`config.mk`:
```
export PLATFORM = sky130hd
export DESIGN_NAME = gray_rx_decoder
export DESIGN_NICKNAME = d
export VERILOG_FILES = /design/src/rtl/gray_rx_decoder.sv
export SDC_FILE = /design/constraint.sdc
export NUM_CORES = 1
export LEC_CHECK = 0
export CAP_MARGIN = 20
export CORE_UTILIZATION = 51
export CTS_CLUSTER_DIAMETER = 200
export DETAILED_ROUTE_END_ITERATION = 10
export GPL_TIMING_DRIVEN = 1
export HOLD_SLACK_MARGIN = 0.15
export PLACE_DENSITY_LB_ADDON = 0.15
export SLEW_MARGIN = 40
export SYNTH_ARGS = -nofsm -noshare
export SYNTH_HDL_FRONTEND = slang
export SYNTH_SLANG_ARGS = --single-unit
```
`constraint.sdc`:
```
create_clock -name clk -period 3.6 [get_ports clk]
set_input_delay 0.54 -clock clk [delete_from_list [all_inputs] [get_ports clk]]
set_output_delay 0.54 -clock clk [all_outputs]
set_load 0.01 [all_outputs]
```
`src/rtl/gray_rx_decoder.sv`:
```
// gray_rx_decoder: Gray-count receiver with binary decode, step/error pulses, lock FSM and saturating error counter.
// Optional input synchronizer enabled by defining GRAY_SYNC_EN.
module gray_rx_decoder #(
  parameter int N = 4,
  parameter int ERR_W = 8
) (
  input  logic             clk,
  input  logic             rst_n,
  input  logic             clk_en,
  input  logic [N-1:0]     gray_in,
  input  logic             err_clr,
  output logic [N-1:0]     bin_out,
  output logic             step_up,
  output logic             step_dn,
  output logic             err,
  output logic             locked,
  output logic [ERR_W-1:0] err_count
);
  typedef enum logic [1:0] {IDLE, LOCK, FAULT} state_t;
  state_t state, state_nx;
  logic [N-1:0] src, gray_q, bin_prev, bin_d, delta;
  logic [ERR_W-1:0] cnt_nx;
  logic vld, dec, up_nx, dn_nx, err_nx, legal;
  function automatic logic [N-1:0] gray2bin(input logic [N-1:0] g);
    logic [N-1:0] b;
    b[N-1] = g[N-1];
    for (int i = N - 2; i >= 0; i--) b[i] = b[i+1] ^ g[i];
    return b;
  endfunction
`ifdef GRAY_SYNC_EN
  logic [N-1:0] sync1, sync2;
  always_ff @(posedge clk or negedge rst_n)
    if (!rst_n) begin
      sync1 <= '0;
      sync2 <= '0;
    end else begin
      sync1 <= gray_in;
      sync2 <= sync1;
    end
  assign src = sync2;
`else
  assign src = gray_in;
`endif
  assign dec = clk_en & vld;
  assign bin_d = gray2bin(gray_q);
  assign delta = bin_d - bin_prev;
  assign legal = (delta == '0) || (delta == N'(1)) || (delta == '1);
  assign locked = state == LOCK;
  always_comb begin
    state_nx = state;
    up_nx = 1'b0;
    dn_nx = 1'b0;
    err_nx = 1'b0;
    cnt_nx = err_count;
    if (err_clr) begin
      state_nx = IDLE;
      cnt_nx = '0;
    end else if (dec) begin
      case (state)
        IDLE: state_nx = LOCK;
        LOCK: begin
          up_nx = delta == N'(1);
          dn_nx = delta == '1;
          state_nx = legal ? LOCK : FAULT;
        end
        default: state_nx = FAULT;
      endcase
      if (state != IDLE && !legal) begin
        err_nx = 1'b1;
        cnt_nx = err_count + ERR_W'(err_count != '1);
      end
    end
  end
  always_ff @(posedge clk or negedge rst_n)
    if (!rst_n) begin
      state <= IDLE;
      gray_q <= '0;
      vld <= 1'b0;
      bin_prev <= '0;
      bin_out <= '0;
      step_up <= 1'b0;
      step_dn <= 1'b0;
      err <= 1'b0;
      err_count <= '0;
    end else begin
      state <= state_nx;
      gray_q <= clk_en ? src : gray_q;
      vld <= vld | clk_en;
      bin_prev <= dec ? bin_d : bin_prev;
      bin_out <= dec ? bin_d : bin_out;
      step_up <= up_nx;
      step_dn <= dn_nx;
      err <= err_nx;
      err_count <= cnt_nx;
    end
endmodule

```
==> results of run 1 <==
## area by class of cell
cell class                 instances  area [µm²]  share of cell area (%)
inverter                           7        26.3                    1.69
multi-input combinational         96         698                    44.8
clock buffer                       3        22.5                    1.45
tap                               28        35.0                    2.25
sequential                        22         551                    35.3
timing repair buffer              23         225                    14.5
## power groups by stage
stage / clock network [W] / logic [W] / registers (W)
6_report: 0.000106 / 0.000363 / 0.000294
3_5_place_dp: 0 / 0.000363 / 0.000299
2_1_floorplan: 0 / 0.000253 / 0.000303
4_1_cts: 0.000113 / 0.000364 / 0.000294
5_1_grt: 0.000124 / 0.000410 / 0.000300
3_3_place_gp: 0 / 0.000354 / 0.000298
## state kept, by name (all words and copies together) (netlist names)
name       cells
bin_prev       4
err            1
err_count      8
gray_q         4
state          2
step_dn        1
step_up        1
vld            1
## logic make-up (layout without fill, tap and decap cells)
logic type      after synthesis  after routing  synth area share (%)
mux                          11             11                  9.45
flops                        22             22                  42.9
xor+xnor                      6              6                  4.09
compound gates               23             23                  12.6
simple gates                 50             50                  21.8
fa+ha+maj                     6              6                  6.43
buf+inv                       9             33                  2.73
## metal layers
| metal | share of wire [%] | wire length (µm) |
|---|---|---|
| met1 | 48 | 1210 |
| met2 | 48 | 1210 |
| met3 | 3.4 | 85 |
| met4 | 0.67 | 17 |
| met5 | 0 | 0 |
## per-stage QoR
step / cells / hold slack (ns)
2_1_floorplan: 127 / 0.244
3_3_place_gp: 176 / 0.484
3_5_place_dp: 176 / 0.501
4_1_cts: 179 / 0.203
5_1_grt: 179 / 0.213
6_report: 179 / 0.195
## worst reg2reg max path: cells and delay by family, from the launching register on
kind	cells	cell delay, ns
AND/OR/NAND/NOR	2	0.31
buffers and inverters	1	0.06
AO/OA/AOI/OAI	3	0.78
adder cells (fa/ha/maj)	2	0.64
XOR/XNOR	3	0.73
flip-flops	1	0.45
## path summary, 6_finish.rpt
path                                        from  depth (start not counted)  slack (ns)                        to
setup / recovery           gray_q[3]$_DFFE_PN0P_                         11        0.55  err_count[6]$_DFFE_PN0P_
hold / removal                             rst_n                          1        0.20         step_dn$_DFF_PN0_
setup reg to reg           gray_q[3]$_DFFE_PN0P_                         11        0.55  err_count[6]$_DFFE_PN0P_
hold reg to reg             state[1]$_DFFE_PN0P_                          1        0.53      state[0]$_DFFE_PN0P_
max in group asynchronous                  rst_n                          1        3.07      state[1]$_DFFE_PN0P_
min in group clk            state[1]$_DFFE_PN0P_                          1        0.53      state[0]$_DFFE_PN0P_
## synthesized netlist by cell type (2+ instances only)
master   instances  area share [%]
a21o_1           2             1.2
a21oi_1          6             2.3
a21oi_2          2             1.4
dfrtp_1         22              43
ha_1             5             4.9
inv_1            7             2.0
mux2_2           8             7.0
mux2i_1          2             1.6
nand2_1         11             3.2
nand3_1          6             2.3
nand4_1          4             1.9
nor2_1          10             2.9
nor2b_1          6             2.9
nor4_1           4             1.9
o21ai_0          3             1.2
o41ai_1          2             1.4
or2_2            3             1.5
xnor2_1          2             1.4
xor2_1           4             2.7
==> impl_metrics.json, run 1 <==
{
  "clock_sinks": 22,
  "p_sw_share_pct": 40.1,
  "post_drt_wl_per_cell_um": 14.1,
  "fillCellCount": 185,
  "path_delay_family": "compound AO/OA/AOI/OAI gates",
  "syn_area_per_cell_um2": 10.1,
  "cpMostUsedCell": "xor2_1",
  "p_int_w": 0.000457,
  "yosysSeqAreaShare_pct": 42.9,
  "cts_max_path_buffers": 2,
  "report.final.slew_viol_count": 0,
  "antenna_left": 0,
  "rsz0062_at_grt": "no",
  "total_power_w": 0.000764,
  "final_util_pct": 67.8,
  "syn2layout_area_growth_pct": 21.3,
  "power_frac_seq_pct": 38.5,
  "comb_power_share_pct": 47.6,
  "path_class": "reg -> reg",
  "grt_util_all_layers_pct": 22.7,
  "cts_buffers": 3,
  "start_util_pct": 55.9,
  "netlist_area_um2": 1280,
  "port_buffers": 23,
  "gp_congestion": 0.883,
  "hold_class": "in -> async",
  "powerDensity_nw_per_um2": 490,
  "drive_gt1_share_pct": 14.6,
  "pre_cts_slack_ns": 0.582,
  "final-hold-violation-count": 0,
  "tightest_slew_ns": 0.576,
  "cp_slowest_cell": "dfrtp_1",
  "vias_per_cell": 5.67,
  "grt_pass1_vias": 981,
  "die_h_um": 52.2,
  "io_pins": 24,
  "worst_setup_path_start_kind": "flip-flop",
  "async_flop_share_pct": 100,
  "htree_levels": 1,
  "synth_ff_type": "dfrtp_1",
  "placed_area_um2": 1540,
  "min_period_ns": 3.05,
  "first_pass_iters": 4,
  "core-area_um2": 2300,
  "finalSetupTns_ns": 0,
  "setup_viol": 0,
  "place.detailed.hpwl_um": 1960,
  "diodes": 0,
  "clock_latency_ns": 0.29,
  "cp_slowest_stage_delay_ns": 0.45,
  "cp.buffers_inverters": 1,
  "power.share.clock_pct": 13.9,
  "critPathMaxFanout": 5,
  "cts.clk_slew.worst_paths_ns": 0.11,
  "die-area_um2": 2720,
  "grtUsageMet1_pct": 31.3,
  "arrival_ns": 3.27,
  "grt-busiest-layer": "met2",
  "syn_inst": 127,
  "drc": 0,
  "nNetsFinal": 167,
  "maxCapViolations": 0,
  "fp-row-count": 17,
  "status": "finished clean",
  "vias": 1015,
  "ir_drop_mv": 0.329,
  "final.period_utilization_pct": 84.8,
  "fp.dieW_um": 52.2,
  "slew_headroom_pct": 61.4,
  "grt_max_degree": 23,
  "clock.fmax_mhz": 327,
  "grt_pass1_wl_um": 4520,
  "cts_setup_buffers": 0,
  "end_kind": "flip-flop",
  "tritoncts": "done",
  "grt_overflow": 0,
  "fin_area_um2": 1560,
  "drt-initial-drc-count": 32,
  "switchingPower_w": 0.000307,
  "gr-usage-met2_pct": 36.1,
  "synth_cell_type_count": 37,
  "syn-num-nets": 141,
  "p_leak_nw": 0.639,
  "cts-root-buf": "clkbuf_4",
  "antenna_found_initial": 0,
  "finClkSkew_ns": 0.00152,
  "path_cells": "xor2_1 > xnor2_1 > xor2_1 > ha_1 > inv_1 > fa_1 > nor2b_1 > a2111oi_0 > nand3_1 > a21o_1 > a21oi_1",
  "grt.met3_usage_pct": 4.64,
  "synth_edf_count": 0,
  "required_ns": 3.82,
  "post_cts_resized": 0,
  "wirelength_um": 2520,
  "layout_common_cells": "22 x dfrtp_1, 22 x clkdlybuf4s50_1, 11 x nand2_1, 10 x nor2_1, 8 x mux2_2",
  "yosysWarnings": 0,
  "layout_setup_ws_ns": 0.546,
  "hold_buffers": 0,
  "synth-seq-cells": 22
}
(Power assumes the default switching activity.)
==> run 2: changes to the inputs <==
==> constraint.sdc (replaced) <==
create_clock -name clk -period 3.2 [get_ports clk]
set_input_delay 0.48 -clock clk [delete_from_list [all_inputs] [get_ports clk]]
set_output_delay 0.48 -clock clk [all_outputs]
set_load 0.01 [all_outputs]
==> run 2 against run 1 <==
- clock-buffer cell count unchanged
- highest routed layer unchanged
- setup slack got worse by 0.32 ns
- non-clock buffer count grew 1
- largest cell class unchanged
- cell area increased by 1.7%
==> impl_metrics.json, run 2 (same netlist as run 1, synthesis figures left out) <==
{
  "status": "finished clean",
  "grt_max_degree": 23,
  "finClkSkew_ns": 0.00946,
  "regMostFlops": "err_count",
  "cp_slowest_cell": "dfrtp_1",
  "core-area_um2": 2300,
  "critPathMaxFanout": 5,
  "grt_util_all_layers_pct": 22.3,
  "diodes": 0,
  "min_period_ns": 2.97,
  "arrival_ns": 3.18,
  "maxCapViolations": 0,
  "htree_levels": 1,
  "powerDensity_nw_per_um2": 550,
  "final_cells": 180,
  "comb_power_share_pct": 47.4,
  "drt-initial-drc-count": 15,
  "clock_latency_ns": 0.31,
  "nNetsFinal": 168,
  "cpMostUsedCell": "xor2_1",
  "io_pins": 24,
  "grt_pass1_vias": 989,
  "fp.dieW_um": 52.2,
  "switchingPower_w": 0.000353,
  "cts_max_path_buffers": 2,
  "cts_setup_buffers": 0,
  "wirelength_um": 2520,
  "clock_sinks": 22,
  "regToRegSetupSlack_ns": 0.23,
  "dp.cells": 176,
  "first_pass_iters": 4,
  "power.share.clock_pct": 14.4,
  "vias": 1038,
  "setup_viol": 0,
  "path_class": "reg -> reg",
  "path_cells": "xor2_2 > xnor2_2 > xor2_1 > ha_1 > inv_1 > fa_1 > xor2_1 > or2_2 > a21oi_2 > nor4_2 > mux2_1",
  "r2r-start": "gray_q[2]$_DFFE_PN0P_",
  "ir_drop_mv": 0.403,
  "p_leak_nw": 0.649,
  "largest_reg_flops": 8,
  "report.final.slew_viol_count": 0,
  "layout_common_cells": "22 x clkdlybuf4s50_1, 21 x dfrtp_1, 11 x nand2_1, 10 x nor2_1, 8 x mux2_2",
  "port_buffers": 23,
  "die_h_um": 52.2,
  "final-hold-violation-count": 0,
  "cts.clk_slew.worst_paths_ns": 0.12,
  "final.period_utilization_pct": 92.8,
  "power_frac_seq_pct": 38.2,
  "cp-startpoint": "gray_q[2]$_DFFE_PN0P_",
  "vias_per_cell": 5.77,
  "antenna_left": 0,
  "rr_worst_depth": 11,
  "finalSetupTns_ns": 0,
  "drive_gt1_share_pct": 16.4,
  "cp.buffers_inverters": 1,
  "cp_slowest_stage_delay_ns": 0.44,
  "grt_overflow": 0,
  "holdPathStages": 1,
  "tritoncts": "done",
  "end_kind": "flip-flop",
  "start_util_pct": 55.9,
  "cts-root-buf": "clkbuf_4",
  "cts_buffers": 3,
  "slew_headroom_pct": 60.3,
  "drc": 0,
  "layout_commonest_cell": "clkdlybuf4s50_1",
  "grt_pass1_wl_um": 4380,
  "tightest_slew_ns": 0.593,
  "clock.fmax_mhz": 337,
  "hold_class": "reg -> reg",
  "path_delay_family": "XOR/XNOR gates",
  "required_ns": 3.41,
  "fp-row-count": 17,
  "die-area_um2": 2720,
  "gp_congestion": 0.883,
  "p_sw_share_pct": 40.5,
  "syn2layout_area_growth_pct": 23.4,
  "cp_num_cells": 11,
  "antenna_found_initial": 0,
  "place.detailed.hpwl_um": 1950,
  "largest_registers": "err_count: 8 flops, bin_prev: 4 flops, gray_q: 4 flops",
  "worst_setup_path_start_kind": "flip-flop",
  "p_int_w": 0.000518,
  "post_drt_wl_per_cell_um": 14.0,
  "min-delay-start": "state[1]$_DFFE_PN0P_"
}
-- run 2: changes by cell type in the layout (fill, tap and decap cells not counted) --
cell and change:
xor2_1 -1, xnor2_1 -1, dfrtp_1 -1, dlygate4sd3_1 +1, xor2_2 +1, dfrtp_2 +1, xnor2_2 +1
-- run 2: timing repair --
action | 4_1_cts | 5_1_grt
endpoints found under the setup margin | 0 | 6
gates resized for setup | 0 | 3
hold buffers | 1 | 0
hold endpoints to repair | 22 | 0
-- run 2: final timing paths --
kind                                             to
min reg2reg                    state[0]$_DFFE_PN0P_
max in group asynchronous     gray_q[3]$_DFFE_PN0P_
max                        err_count[5]$_DFFE_PN0P_
min in group asynchronous         step_dn$_DFF_PN0_
max reg2reg                err_count[5]$_DFFE_PN0P_
min                            state[0]$_DFFE_PN0P_
-- run 2: metrics by stage --
stage          utilization [%]  setup WS (ns)  total power, W  area [µm²]  hold slack (ns)
2_1_floorplan                -          0.401        0.000626        1280            0.184
3_3_place_gp              67.0          0.287        0.000733        1540            0.484
3_5_place_dp              66.8          0.163        0.000743        1540            0.480
4_1_cts                   68.2          0.140        0.000869        1570            0.522
5_1_grt                   69.0      -0.000721        0.000942        1580            0.543
6_report                  69.0          0.230        0.000871        1580            0.517
-- run 2: layer usage --
metal	vias to the layer above	part of all wire (%)	track usage, %
li1	507	-	-
met1	497	45	30.6
met2	29	49	34.4
met3	5	4.7	4.64
met4	0	1.5	8.77
met5	-	0	0
-- run 2: area by class of cell --
cell class	count	area, µm²
clock buffers	3	22.5
flip-flops and latches	22	552
multi-input cells	96	713
repair buffers	24	235
fillers	188	713
inverters	7	26.3
well taps	28	35.0
-- run 2: power by group through the flow --
stage / clock network (W) / registers (W) / logic, W
finish: 0.000126 / 0.000333 / 0.000413
global placement: 0 / 0.000335 / 0.000398
global route: 0.000141 / 0.000339 / 0.000462
detailed placement: 0 / 0.000336 / 0.000406
floorplan: 0 / 0.000341 / 0.000285
CTS: 0.000129 / 0.000331 / 0.000408
